==> src/rtl/gpr_wb_arbiter.sv <==
// ---------------------------------------------------------------------------
// gpr_wb_arbiter
//   Round-robin arbiter sharing the single write port of the 8 x 16-bit
//   general-purpose register file between NUM_REQ writeback sources.
//   Grants are combinational (valid/ready per requester); the write port
//   toward the register file is registered, one cycle after the accept.
//
// Parameters
//   NUM_REQ  number of writeback requesters (2..4)
//   CNT_W    width of the saturating contention counter
//
// Ports
//   clk             system clock, rising edge
//   reset           synchronous, active-low reset
//   wb_hold         1 = issue no grant this cycle
//   req_valid       per-requester write request
//   req_dest        per-requester destination, 4 bits each
//   req_data        per-requester write data, 16 bits each
//   req_ready       one-hot grant
//   reg_write_en    registered write enable to the register file
//   reg_write_dest  registered write address
//   reg_write_data  registered write data
//   conflict_cnt    saturating count of accepting cycles with >=2 requesters
//   dest_err        (GPR_WB_DEST_CHECK_EN only) sticky out-of-range dest flag
//
// Build option
//   GPR_WB_DEST_CHECK_EN  when defined, a request with dest[3]==1 is granted
//                         and consumed but produces no register-file write,
//                         and sets the sticky dest_err output.
// ---------------------------------------------------------------------------
module gpr_wb_arbiter #(
  parameter int NUM_REQ = 2,
  parameter int CNT_W   = 16
) (
  input  logic                   clk,
  input  logic                   reset,
  input  logic                   wb_hold,
  input  logic [NUM_REQ-1:0]     req_valid,
  input  logic [4*NUM_REQ-1:0]   req_dest,
  input  logic [16*NUM_REQ-1:0]  req_data,
  output logic [NUM_REQ-1:0]     req_ready,
  output logic                   reg_write_en,
  output logic [3:0]             reg_write_dest,
  output logic [15:0]            reg_write_data,
  output logic [CNT_W-1:0]       conflict_cnt
`ifdef GPR_WB_DEST_CHECK_EN
  ,
  output logic                   dest_err
`endif
);

  localparam int PTR_W = (NUM_REQ > 2) ? 2 : 1;

  // Counter increments stick at all-ones instead of wrapping.
  function automatic logic [CNT_W-1:0] sat_inc(input logic [CNT_W-1:0] v);
    return (&v) ? v : v + 1'b1;
  endfunction

  function automatic logic multi_valid(input logic [NUM_REQ-1:0] v);
    int n;
    n = 0;
    for (int i = 0; i < NUM_REQ; i++) n += int'(v[i]);
    return (n >= 2);
  endfunction

  logic [PTR_W-1:0]   r_rr_ptr;
  logic [PTR_W-1:0]   w_gnt_idx;
  logic               w_found;
  logic               w_accept;
  logic [NUM_REQ-1:0] w_ready;
  logic [3:0]         w_dest;
  logic [15:0]        w_data;
  logic               w_wr_ok;

  logic               r_we_p1;
  logic [3:0]         r_dest_p1;
  logic [15:0]        r_data_p1;
  logic [CNT_W-1:0]   r_cnt;

  // Grant stage: first valid requester at or after r_rr_ptr, wrapping.
  // Reset and wb_hold suppress the grant entirely, so ready never rises
  // while the block is held in reset.
  always_comb begin
    w_found   = 1'b0;
    w_gnt_idx = '0;
    for (int k = 0; k < NUM_REQ; k++) begin
      if (!w_found && req_valid[(int'(r_rr_ptr) + k) % NUM_REQ]) begin
        w_found   = 1'b1;
        w_gnt_idx = PTR_W'((int'(r_rr_ptr) + k) % NUM_REQ);
      end
    end
    w_accept = w_found & ~wb_hold & reset;
    w_ready  = '0;
    if (w_accept) w_ready[w_gnt_idx] = 1'b1;
    w_dest   = req_dest[4*int'(w_gnt_idx) +: 4];
    w_data   = req_data[16*int'(w_gnt_idx) +: 16];
  end

`ifdef GPR_WB_DEST_CHECK_EN
  // Addresses 8..15 lie outside the 8-entry file: consume, but do not write.
  assign w_wr_ok = ~w_dest[3];
`else
  assign w_wr_ok = 1'b1;
`endif

  // Write-port stage: registered toward the register file.
  always_ff @(posedge clk) begin
    if (!reset) begin
      r_we_p1   <= 1'b0;
      r_dest_p1 <= '0;
      r_data_p1 <= '0;
      r_cnt     <= '0;
      r_rr_ptr  <= '0;
    end else begin
      r_we_p1 <= w_accept & w_wr_ok;
      if (w_accept && w_wr_ok) begin
        r_dest_p1 <= w_dest;
        r_data_p1 <= w_data;
      end
      if (w_accept) r_rr_ptr <= PTR_W'((int'(w_gnt_idx) + 1) % NUM_REQ);
      if (w_accept && multi_valid(req_valid)) r_cnt <= sat_inc(r_cnt);
    end
  end

`ifdef GPR_WB_DEST_CHECK_EN
  logic r_dest_err;

  always_ff @(posedge clk) begin
    if (!reset) begin
      r_dest_err <= 1'b0;
    end else if (w_accept && !w_wr_ok) begin
      r_dest_err <= 1'b1;
    end
  end

  assign dest_err = r_dest_err;
`endif

  assign req_ready      = w_ready;
  assign reg_write_en   = r_we_p1;
  assign reg_write_dest = r_dest_p1;
  assign reg_write_data = r_data_p1;
  assign conflict_cnt   = r_cnt;

endmodule

==> config.mk <==
export PLATFORM = sky130hd
export DESIGN_NAME = gpr_wb_arbiter
export DESIGN_NICKNAME = d
export VERILOG_FILES = /design/src/rtl/gpr_wb_arbiter.sv
export SDC_FILE = /design/constraint.sdc
export NUM_CORES = 1
export LEC_CHECK = 0
export CAP_MARGIN = 20
export CORE_MARGIN = 2
export CORE_UTILIZATION = 35
export CTS_CLUSTER_DIAMETER = 100
export DETAILED_ROUTE_END_ITERATION = 6
export PLACE_DENSITY_LB_ADDON = 0.1
export SYNTH_ARGS = -nofsm -noshare
export SYNTH_HDL_FRONTEND = slang
export SYNTH_SLANG_ARGS = --single-unit
==> constraint.sdc <==
create_clock -name clk -period 1.8 [get_ports clk]
set_clock_uncertainty 0.1 [all_clocks]
set_input_delay 0.18 -clock clk [delete_from_list [all_inputs] [get_ports clk]]
set_output_delay 0.18 -clock clk [all_outputs]
set_load 0.1 [all_outputs]
==> flow_metrics.env, run 1 <==
export IMPL_track_usage=0.207
export IMPL_grt_pass1_wl_um=8550
export IMPL_tightest_slew_ps=330
export IMPL_detail_route_antenna_nets=0
export IMPL_hold_path_class="reg2reg"
export IMPL_avgSynthCellArea_um2=9.55
export IMPL_layout_min_cycle_time_ps=1740
export IMPL_nFillCells=388
export IMPL_synthAdderAreaFrac=0.00758
export IMPL_critPathMaxFanout=3
export IMPL_initial_core_util=0.372
export IMPL_busiest_layer="met2"
export IMPL_globalRouteMet1Util=0.248
export IMPL_port_buffers=83
export IMPL_viasPerCell=5.76
export IMPL_fmax_mhz=576
export IMPL_grt_pass1_vias=1860
export IMPL_wl_um=5250
export IMPL_clk_latency_ps=290
export IMPL_remaining_drc_errors=0
export IMPL_status="finished clean"
export IMPL_boundaryPins=84
export IMPL_syn_area_um2=1650
export IMPL_place_ws_ps=-150
export IMPL_grt_max_degree=14
export IMPL_cellPowerDensity_nw_per_um2=638
export IMPL_cap_violations=0
export IMPL_cp_end_kind="primary output"
export IMPL_nets=322
export IMPL_synth_simple_area_share=0.215
export IMPL_min_to="conflict_cnt[6]"
export IMPL_r2r_start="conflict_cnt[0]"
export IMPL_setup_viol=0
export IMPL_cts_buffers=5
export IMPL_synth_top_family_by_area="compound AO/OA/AOI/OAI gates"
export IMPL_clockBufferDepth=2
export IMPL_synth_xor_area_frac=0
export IMPL_vias=1895
export IMPL_synth_warnings=0
export IMPL_met2_usage=0.338
export IMPL_core_area_um2=4440
export IMPL_num_rows=24
export IMPL_crit_type="in2out"
export IMPL_setup_tns_ps=0
export IMPL_wl_per_cell_um=16.0
export IMPL_cts_sinks=38
export IMPL_start_kind="primary input"
export IMPL_dr_first_iter_drc_count=126
export IMPL_n_antenna_cell=0
export IMPL_cts_tree="yes"
export IMPL_cts_htree_levels=2
export IMPL_cts_hold_buf=0
export IMPL_slew_viol_final=0
export IMPL_synth_fp_nets=219
export IMPL_drive_above_1_share=0.354
export IMPL_dieArea_um2=5280
export IMPL_worstRegToRegCells=5
export IMPL_met3_usage=0.0815
export IMPL_first_pass_iters=7
export IMPL_synthMuxAreaShare=0.0121
export IMPL_rsz0062_at_grt="yes"
export IMPL_ctsRootBufferMaster="clkbuf_8"
export IMPL_hold_start="conflict_cnt[6]"
export IMPL_synth_distinct_cells=37
export IMPL_hold_viol_final=0
export IMPL_dp_hpwl_um=3900
export IMPL_critPathLaunch="req_valid[0]"
export IMPL_r2r_end="conflict_cnt[13]"
export IMPL_p_total_w=0.00192
export IMPL_dieHeight_um=72.7
export IMPL_cp_required_ps=1520
export IMPL_syn_to_final_growth_pct=82.1
export IMPL_finalCritPeriodShare=0.964
export IMPL_seq_area_frac_synth=0.461
export IMPL_max_slew_margin_rel=0.780
export IMPL_r2r_slack_ps=110
export IMPL_cts_clk_slew_worst_paths_ps=70
export IMPL_yosysTopAreaCell="dfxtp_1"
export IMPL_ys_ff_latch=38
export IMPL_peakVddDrop_mv=0.455
export IMPL_arrival_ps=1460
export IMPL_leakage_nw=1.20
export IMPL_grt_ovfl_total=0
export IMPL_yosys_top_cells_area="dfxtp_1 46%, a222oi_1 12%, nor2_1 5.0%"
export IMPL_gp_congestion=0.765
export IMPL_antenna_found_initial=0
export IMPL_whs_path_depth=1
export IMPL_die_width_um=72.7
export IMPL_holdWs_ps=380
export IMPL_synth_compound_gate_area_share=0.256
export IMPL_syn_inst=173
export IMPL_layout_setup_ws_ps=64.5
export IMPL_synth_top_cell_area_share=0.461
[flip-flops by register name (all words and copies together) (netlist names)]
name	cells
reg_write_dest	4
reg_write_en	1
conflict_cnt	16
reg_write_data	16
r_rr_ptr	1
[worst max path at each step]
stage | end | slack, ps | cells past startpoint
after CTS | req_ready[0] | 40 | 6
after detailed placement | conflict_cnt[2] | -150 | 5
after global routing | conflict_cnt[13] | -1 | 5
after global placement | conflict_cnt[9] | -100 | 6
after floorplan | conflict_cnt[1] | 10 | 6
final | req_ready[0] | 60 | 6
[cells in the final DEF (no fill, tap or decap), types with 2 or more instances in the layout]
master	Yosys	routed
nand4_1	3	3
buf_4	1	46
and4_1	2	2
o311ai_1	3	3
or3_1	4	4
or4_1	3	3
nor2_1	22	22
nand3_1	4	4
nor3_1	4	2
dfxtp_1	38	22
clkbuf_8	0	6
a222oi_1	20	20
nand2_1	5	5
nand4_2	3	3
a21oi_1	7	7
clkdlybuf4s50_1	0	44
dfxtp_4	0	16
inv_1	8	8
buf_12	0	17
nor4_1	2	2
o21ai_0	6	6
o41ai_1	4	3
mux2i_1	2	2
o31ai_1	3	3
a211oi_1	4	3
[stage by stage]
stage               cell area, µm²   util  cells
finish                        3010  0.677    329
global route                  3010  0.677    329
CTS                           2970  0.669    329
detailed placement            2850  0.641    318
global placement              2850  0.641    318
floorplan                     1710      -    173
[synthesized netlist by cell type, drive strengths merged]
library cell / n
a222oi: 20
and4b: 1
nor2b: 1
or4: 3
nand3b: 1
ha: 1
nand2b: 1
inv: 8
or3: 4
nor4: 3
o311ai: 4
mux2i: 2
and3: 1
nand2: 5
nor2: 22
nand3: 4
o41ai: 4
a21o: 1
and4: 2
nand4: 7
dfxtp: 38
o31ai: 3
clkbuf: 10
a21oi: 7
o211ai: 1
buf: 2
a311o: 1
a211oi: 4
and2: 1
o21ai: 6
o211a: 1
nor3: 4
[where the power goes]
part,leakage (nW),internal (W),switching [W]
registers,0.321,0.000842,0.0000166
clock network,0.0482,0.000309,0.000298
logic,0.833,0.000179,0.000275
total,1.20,0.00133,0.000589
[critical path, cell delays in order]
cell and delay, ps:
clkdlybuf4s50_1 520, inv_1 60, buf_4 140, a211oi_4 230, buf_12 150, buf_12 160
[cell families after synthesis]
group,after synthesis
DFF,38
muxes,2
buffers and inverters,20
adders and majority gates,1
and+or+nand+nor,60
AOI/OAI and AO/OA,52
[area by class of cell]
cell class / instances / area [µm²] / share of cell area
repair buffers: 108 / 1140 / 0.378
well taps: 52 / 65.1 / 0.0216
clock inverters: 1 / 5.00 / 0.00166
inverters: 8 / 30.0 / 0.00998
flip-flops and latches: 38 / 821 / 0.273
clock buffers: 7 / 86.3 / 0.0287
multi-input cells: 115 / 863 / 0.287
[metal layers]
metal | routed length, µm | vias to the layer above
met5 | 0 | -
li1 | - | 903
met3 | 422 | 8
met2 | 2550 | 78
met4 | 75 | 0
met1 | 2200 | 906
[timing repair]
item,in CTS,in global routing
pin swaps,1,1
gates resized for setup,2,5
buffers inserted,3,0
setup endpoints to repair,2,7
gates cloned,0,0
endpoints found under the hold margin,0,0
(Power assumes the default switching activity.)
==> run 2: changes to the inputs <==
Settings changed: GPL_TIMING_DRIVEN set to 1.
Clock period 1.8 ns to 1.55 ns, I/O delays scaled along.
==> run 2 against run 1 <==
Effect of this change: the run now ends with setup timing left; combinational power grew 37%; sequential power grew 18%; sequential share of layout area shrank 4.6 points; core utilization grew 14 points; power grew 20%; register-to-register slack lost 170 ps; via count grew 5.8%; setup slack lost 120 ps; die area is the same; cell count grew 7.0%; design area grew 20%; critical path type is now reg2reg; critical endpoint is now conflict_cnt[13].
==> flow_metrics.env, run 2 (synthesis results as in run 1) <==
export IMPL_postPlaceCellArea_um2=3360
export IMPL_cts_clk_slew_worst_paths_ps=80
export IMPL_rsz0062_at_grt="yes"
export IMPL_grt_ovfl_total=0
export IMPL_wl_um=6120
export IMPL_num_rows=24
export IMPL_arrival_ps=1740
export IMPL_peakVddDrop_mv=0.620
export IMPL_hold_start="req_data[30]"
export IMPL_gp_congestion=0.845
export IMPL_stdcell_area_um2=3620
export IMPL_final_common_cell="buf_12"
export IMPL_whs_path_depth=3
export IMPL_dieHeight_um=72.7
export IMPL_grt_pass1_wl_um=9960
export IMPL_hold_viol_final=0
export IMPL_grt_pass1_vias=2111
export IMPL_viasPerCell=5.70
export IMPL_n_antenna_cell=0
export IMPL_r2r_start="conflict_cnt[1]"
export IMPL_leakage_nw=1.45
export IMPL_cts_sinks=38
export IMPL_finalCritPeriodShare=1.04
export IMPL_critPathLaunch="conflict_cnt[1]"
export IMPL_detail_route_antenna_nets=0
export IMPL_cp_end_kind="flip-flop"
export IMPL_ctsRootBufferMaster="clkbuf_8"
export IMPL_worstRegToRegCells=5
export IMPL_nets=345
export IMPL_dp_hpwl_um=4430
export IMPL_multi_input_area_um2=955
export IMPL_crit_type="reg2reg"
export IMPL_dieArea_um2=5280
export IMPL_fmax_mhz=621
export IMPL_hold_path_class="in2reg"
export IMPL_layout_setup_ws_ps=-59.1
export IMPL_setup_viol=3
export IMPL_tightest_slew_ps=377
export IMPL_clk_latency_ps=300
export IMPL_path_delay_family="simple AND/OR/NAND/NOR gates"
export IMPL_status="finished with violations"
export IMPL_cp_required_ps=1680
export IMPL_switching_share=0.316
export IMPL_wl_per_cell_um=17.4
export IMPL_layout_min_cycle_time_ps=1610
export IMPL_initial_core_util=0.372
export IMPL_core_area_um2=4440
export IMPL_track_usage=0.242
export IMPL_critical_path_max_stage_delay_ps=520
export IMPL_vias=2005
export IMPL_first_pass_iters=6
export IMPL_dr_first_iter_drc_count=187
export IMPL_place_ws_ps=-358
export IMPL_cp_depth=5
export IMPL_seqCellArea_um2=822
export IMPL_drive_above_1_share=0.437
export IMPL_cp_cell_sequence="ha_4 -> inv_1 -> nor3_4 -> or4_1 -> a21oi_1"
export IMPL_cts_tree="yes"
export IMPL_path_buf_inv=1
export IMPL_cts_buffers=5
export IMPL_antenna_found_initial=0
export IMPL_max_slew_margin_rel=0.745
export IMPL_final_cell_mix="45 x buf_12, 40 x clkdlybuf4s50_1, 37 x buf_4, 21 x nor2_1, 21 x dfxtp_1"
export IMPL_die_width_um=72.7
export IMPL_grt_max_degree=18
export IMPL_p_int_w=0.00158
export IMPL_start_kind="flip-flop"
export IMPL_critPathMaxFanout=5
export IMPL_syn_to_final_growth_pct=119
export IMPL_boundaryPins=84
export IMPL_remaining_drc_errors=0
export IMPL_cellPowerDensity_nw_per_um2=638
export IMPL_crit_slowest_cell="or4_1"
export IMPL_port_buffers=83
export IMPL_power_switching_w=0.000731
export IMPL_cap_violations=0
export IMPL_slew_viol_final=0
export IMPL_pwr_share_clk=0.293
export IMPL_cts_htree_levels=2
export IMPL_clockBufferDepth=2
export IMPL_seqPwrFrac=0.437
export IMPL_violations="setup timing"
export IMPL_nFillCells=255
export IMPL_p_comb_frac=0.270
[run 2: repair_timing]
| action | 4_1_cts | 5_1_grt |
|---|---|---|
| gates cloned | 1 | 0 |
| hold buffers | 0 | 0 |
| pin swaps | 9 | 8 |
| setup endpoints to repair | 13 | 25 |
| resized for setup | 21 | 9 |
| buffers inserted | 6 | 1 |
[run 2: path summary, 6_finish.rpt]
| check | endpoint | slack, ps |
|---|---|---|
| worst min register to register | conflict_cnt[6] | 390 |
| worst max register to register | conflict_cnt[13] | -60 |
| worst min-delay path | reg_write_data[14] | 380 |
| worst max-delay path | conflict_cnt[13] | -60 |
[run 2: power by group through the flow]
stage | clock network [W] | registers [W] | logic [W]
after CTS | 0.000682 | 0.00101 | 0.000621
after detailed placement | 0 | 0.00103 | 0.000608
after global placement | 0 | 0.00103 | 0.000600
final | 0.000678 | 0.00101 | 0.000624
after global routing | 0.000725 | 0.00101 | 0.000651
after floorplan | 0 | 0.00121 | 0.000101
[run 2: metrics by stage]
stage	TNS, ps	instances	hold slack [ps]	total power, W	utilization
floorplan	-1650	173	205	0.00131	-
global placement	-9050	336	393	0.00163	0.756
detailed placement	-10560	336	390	0.00164	0.756
CTS	0	351	375	0.00231	0.804
global route	-888	352	396	0.00239	0.815
finish	-102	352	379	0.00231	0.815
[run 2: worst register-to-register path, delay by kind of cell, from the launching register on]
kind                       cells  cell delay, ps
AOI/OAI and AO/OA              1             150
adders and majority gates      1             170
DFF                            1             360
and+or+nand+nor                2             610
buffers and inverters          1             150
[run 2: metal layers]
| layer | global-route usage | vias up | wire length, µm |
|---|---|---|---|
| met2 | 0.410 | 88 | 3050 |
| met3 | 0.0746 | 12 | 508 |
| li1 | - | 949 | - |
| met5 | 0 | - | 0 |
| met4 | 0.0967 | 0 | 124 |
| met1 | 0.285 | 956 | 2440 |
[run 2: final cells by class]
| type | count | area share |
|---|---|---|
| timing repair buffer | 131 | 0.461 |
| clock buffer | 6 | 0.0200 |
| multi-input combinational | 115 | 0.263 |
| tap | 52 | 0.0180 |
| clock inverter | 2 | 0.00242 |
| inverter | 8 | 0.00829 |
| sequential | 38 | 0.227 |
==> run 3: changes to the inputs <==
Settings changed: CORE_MARGIN 2 to 3, CTS_BUF_LIST set to sky130_fd_sc_hd__clkbuf_2 sky130_fd_sc_hd__clkbuf_4 sky130_fd_sc_hd__clkbuf_8.
Clock period 1.55 ns to 1.3 ns, I/O delays scaled along.
==> run 3 against run 2 <==
Effect of this change: the run still ends with setup timing left; setup slack worse by 350 ps; sequential share of layout area is 1.3 points lower; power is 20% higher; sequential cell count stayed put; non-clock buffer count is 20 higher; design area is 9.4% higher; maximum frequency is 5.7% lower; hold slack worse by 21 ps; critical path type unchanged; largest power group unchanged.
==> flow_metrics.env, run 3 (synthesis results as in run 1) <==
export IMPL_r2r_slack_ps=-410
export IMPL_initial_core_util=0.372
export IMPL_clockBufferDepth=2
export IMPL_start_kind="flip-flop"
export IMPL_hold_path_class="in2reg"
export IMPL_final_common_cell="buf_4"
export IMPL_wl_per_cell_um=22.2
export IMPL_path_buf_inv=3
export IMPL_track_usage=0.262
export IMPL_finalCritPeriodShare=1.31
export IMPL_grt_pass1_vias=2295
export IMPL_port_buffers=83
export IMPL_cap_violations=0
export IMPL_first_pass_iters=6
export IMPL_critical_path_max_stage_delay_ps=370
export IMPL_path_common_cell="buf_4"
export IMPL_n_antenna_cell=0
export IMPL_cts_sinks=38
export IMPL_setup_viol=34
export IMPL_gp_congestion=0.795
export IMPL_cellPowerDensity_nw_per_um2=700
export IMPL_remaining_drc_errors=0
export IMPL_r2r_end="conflict_cnt[10]"
export IMPL_cp_cell_sequence="ha_4 -> buf_4 -> nand4_4 -> buf_6 -> buf_4 -> o21ai_0 -> a21oi_1"
export IMPL_grt_ovfl_total=0
export IMPL_min_to="conflict_cnt[2]"
export IMPL_layout_setup_ws_ps=-406
export IMPL_layout_min_cycle_time_ps=1710
export IMPL_dieHeight_um=74.7
export IMPL_rsz0062_at_grt="yes"
export IMPL_wl_um=8250
export IMPL_clk_latency_ps=290
export IMPL_drive_above_1_share=0.600
export IMPL_final_core_util=0.892
export IMPL_hold_start="req_valid[0]"
export IMPL_detail_route_antenna_nets=0
export IMPL_syn_to_final_growth_pct=140
export IMPL_place_ws_ps=-608
export IMPL_crit_slowest_cell="dfxtp_4"
export IMPL_slew_viol_final=0
export IMPL_fmax_mhz=586
export IMPL_dp_hpwl_um=4430
export IMPL_critPathMaxFanout=4
export IMPL_cp_depth=7
export IMPL_antenna_found_initial=0
export IMPL_hold_viol_final=0
export IMPL_status="finished with violations"
export IMPL_vias=2253
export IMPL_dieArea_um2=5580
export IMPL_cp_required_ps=1370
export IMPL_grt_pass1_wl_um=11000
export IMPL_core_area_um2=4440
export IMPL_num_rows=24
export IMPL_boundaryPins=84
export IMPL_cts_hold_buf=0
export IMPL_cts_htree_levels=2
export IMPL_cts_buffers=5
export IMPL_crit_type="reg2reg"
export IMPL_arrival_ps=1780
export IMPL_whs_path_depth=4
export IMPL_tightest_slew_ps=433
export IMPL_die_width_um=74.7
export IMPL_viasPerCell=6.06
export IMPL_ctsRootBufferMaster="clkbuf_8"
export IMPL_r2r_start="conflict_cnt[1]"
export IMPL_violations="setup timing"
export IMPL_nets=365
export IMPL_cts_clk_slew_worst_paths_ps=70
export IMPL_dr_first_iter_drc_count=237
export IMPL_final_cell_mix="45 x buf_4, 40 x clkdlybuf4s50_1, 40 x buf_12, 22 x buf_6, 21 x nor2_1"
export IMPL_cp_end_kind="flip-flop"
export IMPL_max_slew_margin_rel=0.711
export IMPL_cts_tree="yes"
export IMPL_leakage_nw=1.60
export IMPL_path_delay_family="buffers and inverters"
export IMPL_peakVddDrop_mv=0.636
export IMPL_worstRegToRegCells=7
export IMPL_grt_max_degree=16
==> run 3: metrics by stage <==
step | std cells | hold slack (ps) | power [W] | area (µm²) | setup TNS [ps]
CTS | 370 | 346 | 0.00276 | 3810 | -3370
finish | 372 | 358 | 0.00278 | 3960 | -5660
global route | 372 | 365 | 0.00285 | 3960 | -7520
floorplan | 173 | 180 | 0.00158 | 1810 | -5400
detailed placement | 343 | 414 | 0.00193 | 3390 | -19190
global placement | 343 | 398 | 0.00192 | 3390 | -17340
==> run 3: worst max-delay path by stage <==
stage,to,startpoint
floorplan,conflict_cnt[1],conflict_cnt[12]
global placement,conflict_cnt[0],reset
detailed placement,conflict_cnt[0],req_valid[1]
CTS,conflict_cnt[7],conflict_cnt[0]
global route,conflict_cnt[10],conflict_cnt[1]
finish,conflict_cnt[10],conflict_cnt[1]
==> run 3: metal layers <==
metal | track usage | vias up | share of wire | routed length (µm)
li1 | - | 991 | - | -
met1 | 0.293 | 1080 | 0.35 | 2900
met2 | 0.445 | 157 | 0.52 | 4310
met3 | 0.0988 | 25 | 0.092 | 761
met4 | 0.119 | 0 | 0.034 | 279
met5 | 0 | - | 0 | 0
==> run 3: where the power goes <==
group,switching [W],internal [W]
combinational,0.000410,0.000336
clock,0.000427,0.000390
sequential,0.0000403,0.00117
total,0.000877,0.00190
==> run 3: cell type report <==
type,instances,area (µm²)
Inverter,8,30.0
Timing Repair Buffer,151,1820
Sequential cell,38,850
Clock buffer,6,76.3
Clock inverter,2,8.76
Tap cell,52,65.1
Fill cell,191,480
Multi-Input combinational cell,115,1110
==> run 3: worst register-to-register path, stage by stage (launching register included) <==
cell and delay (ps):
dfxtp_4 370, ha_4 160, buf_4 130, nand4_4 140, buf_6 160, buf_4 140
o21ai_0 280, a21oi_1 120
==> run 3: timing repair <==
item,in CTS,in global routing
buffers inserted,19,6
setup endpoints to repair,38,42
cloned,2,0
resized for setup,48,31
pin swaps,25,16
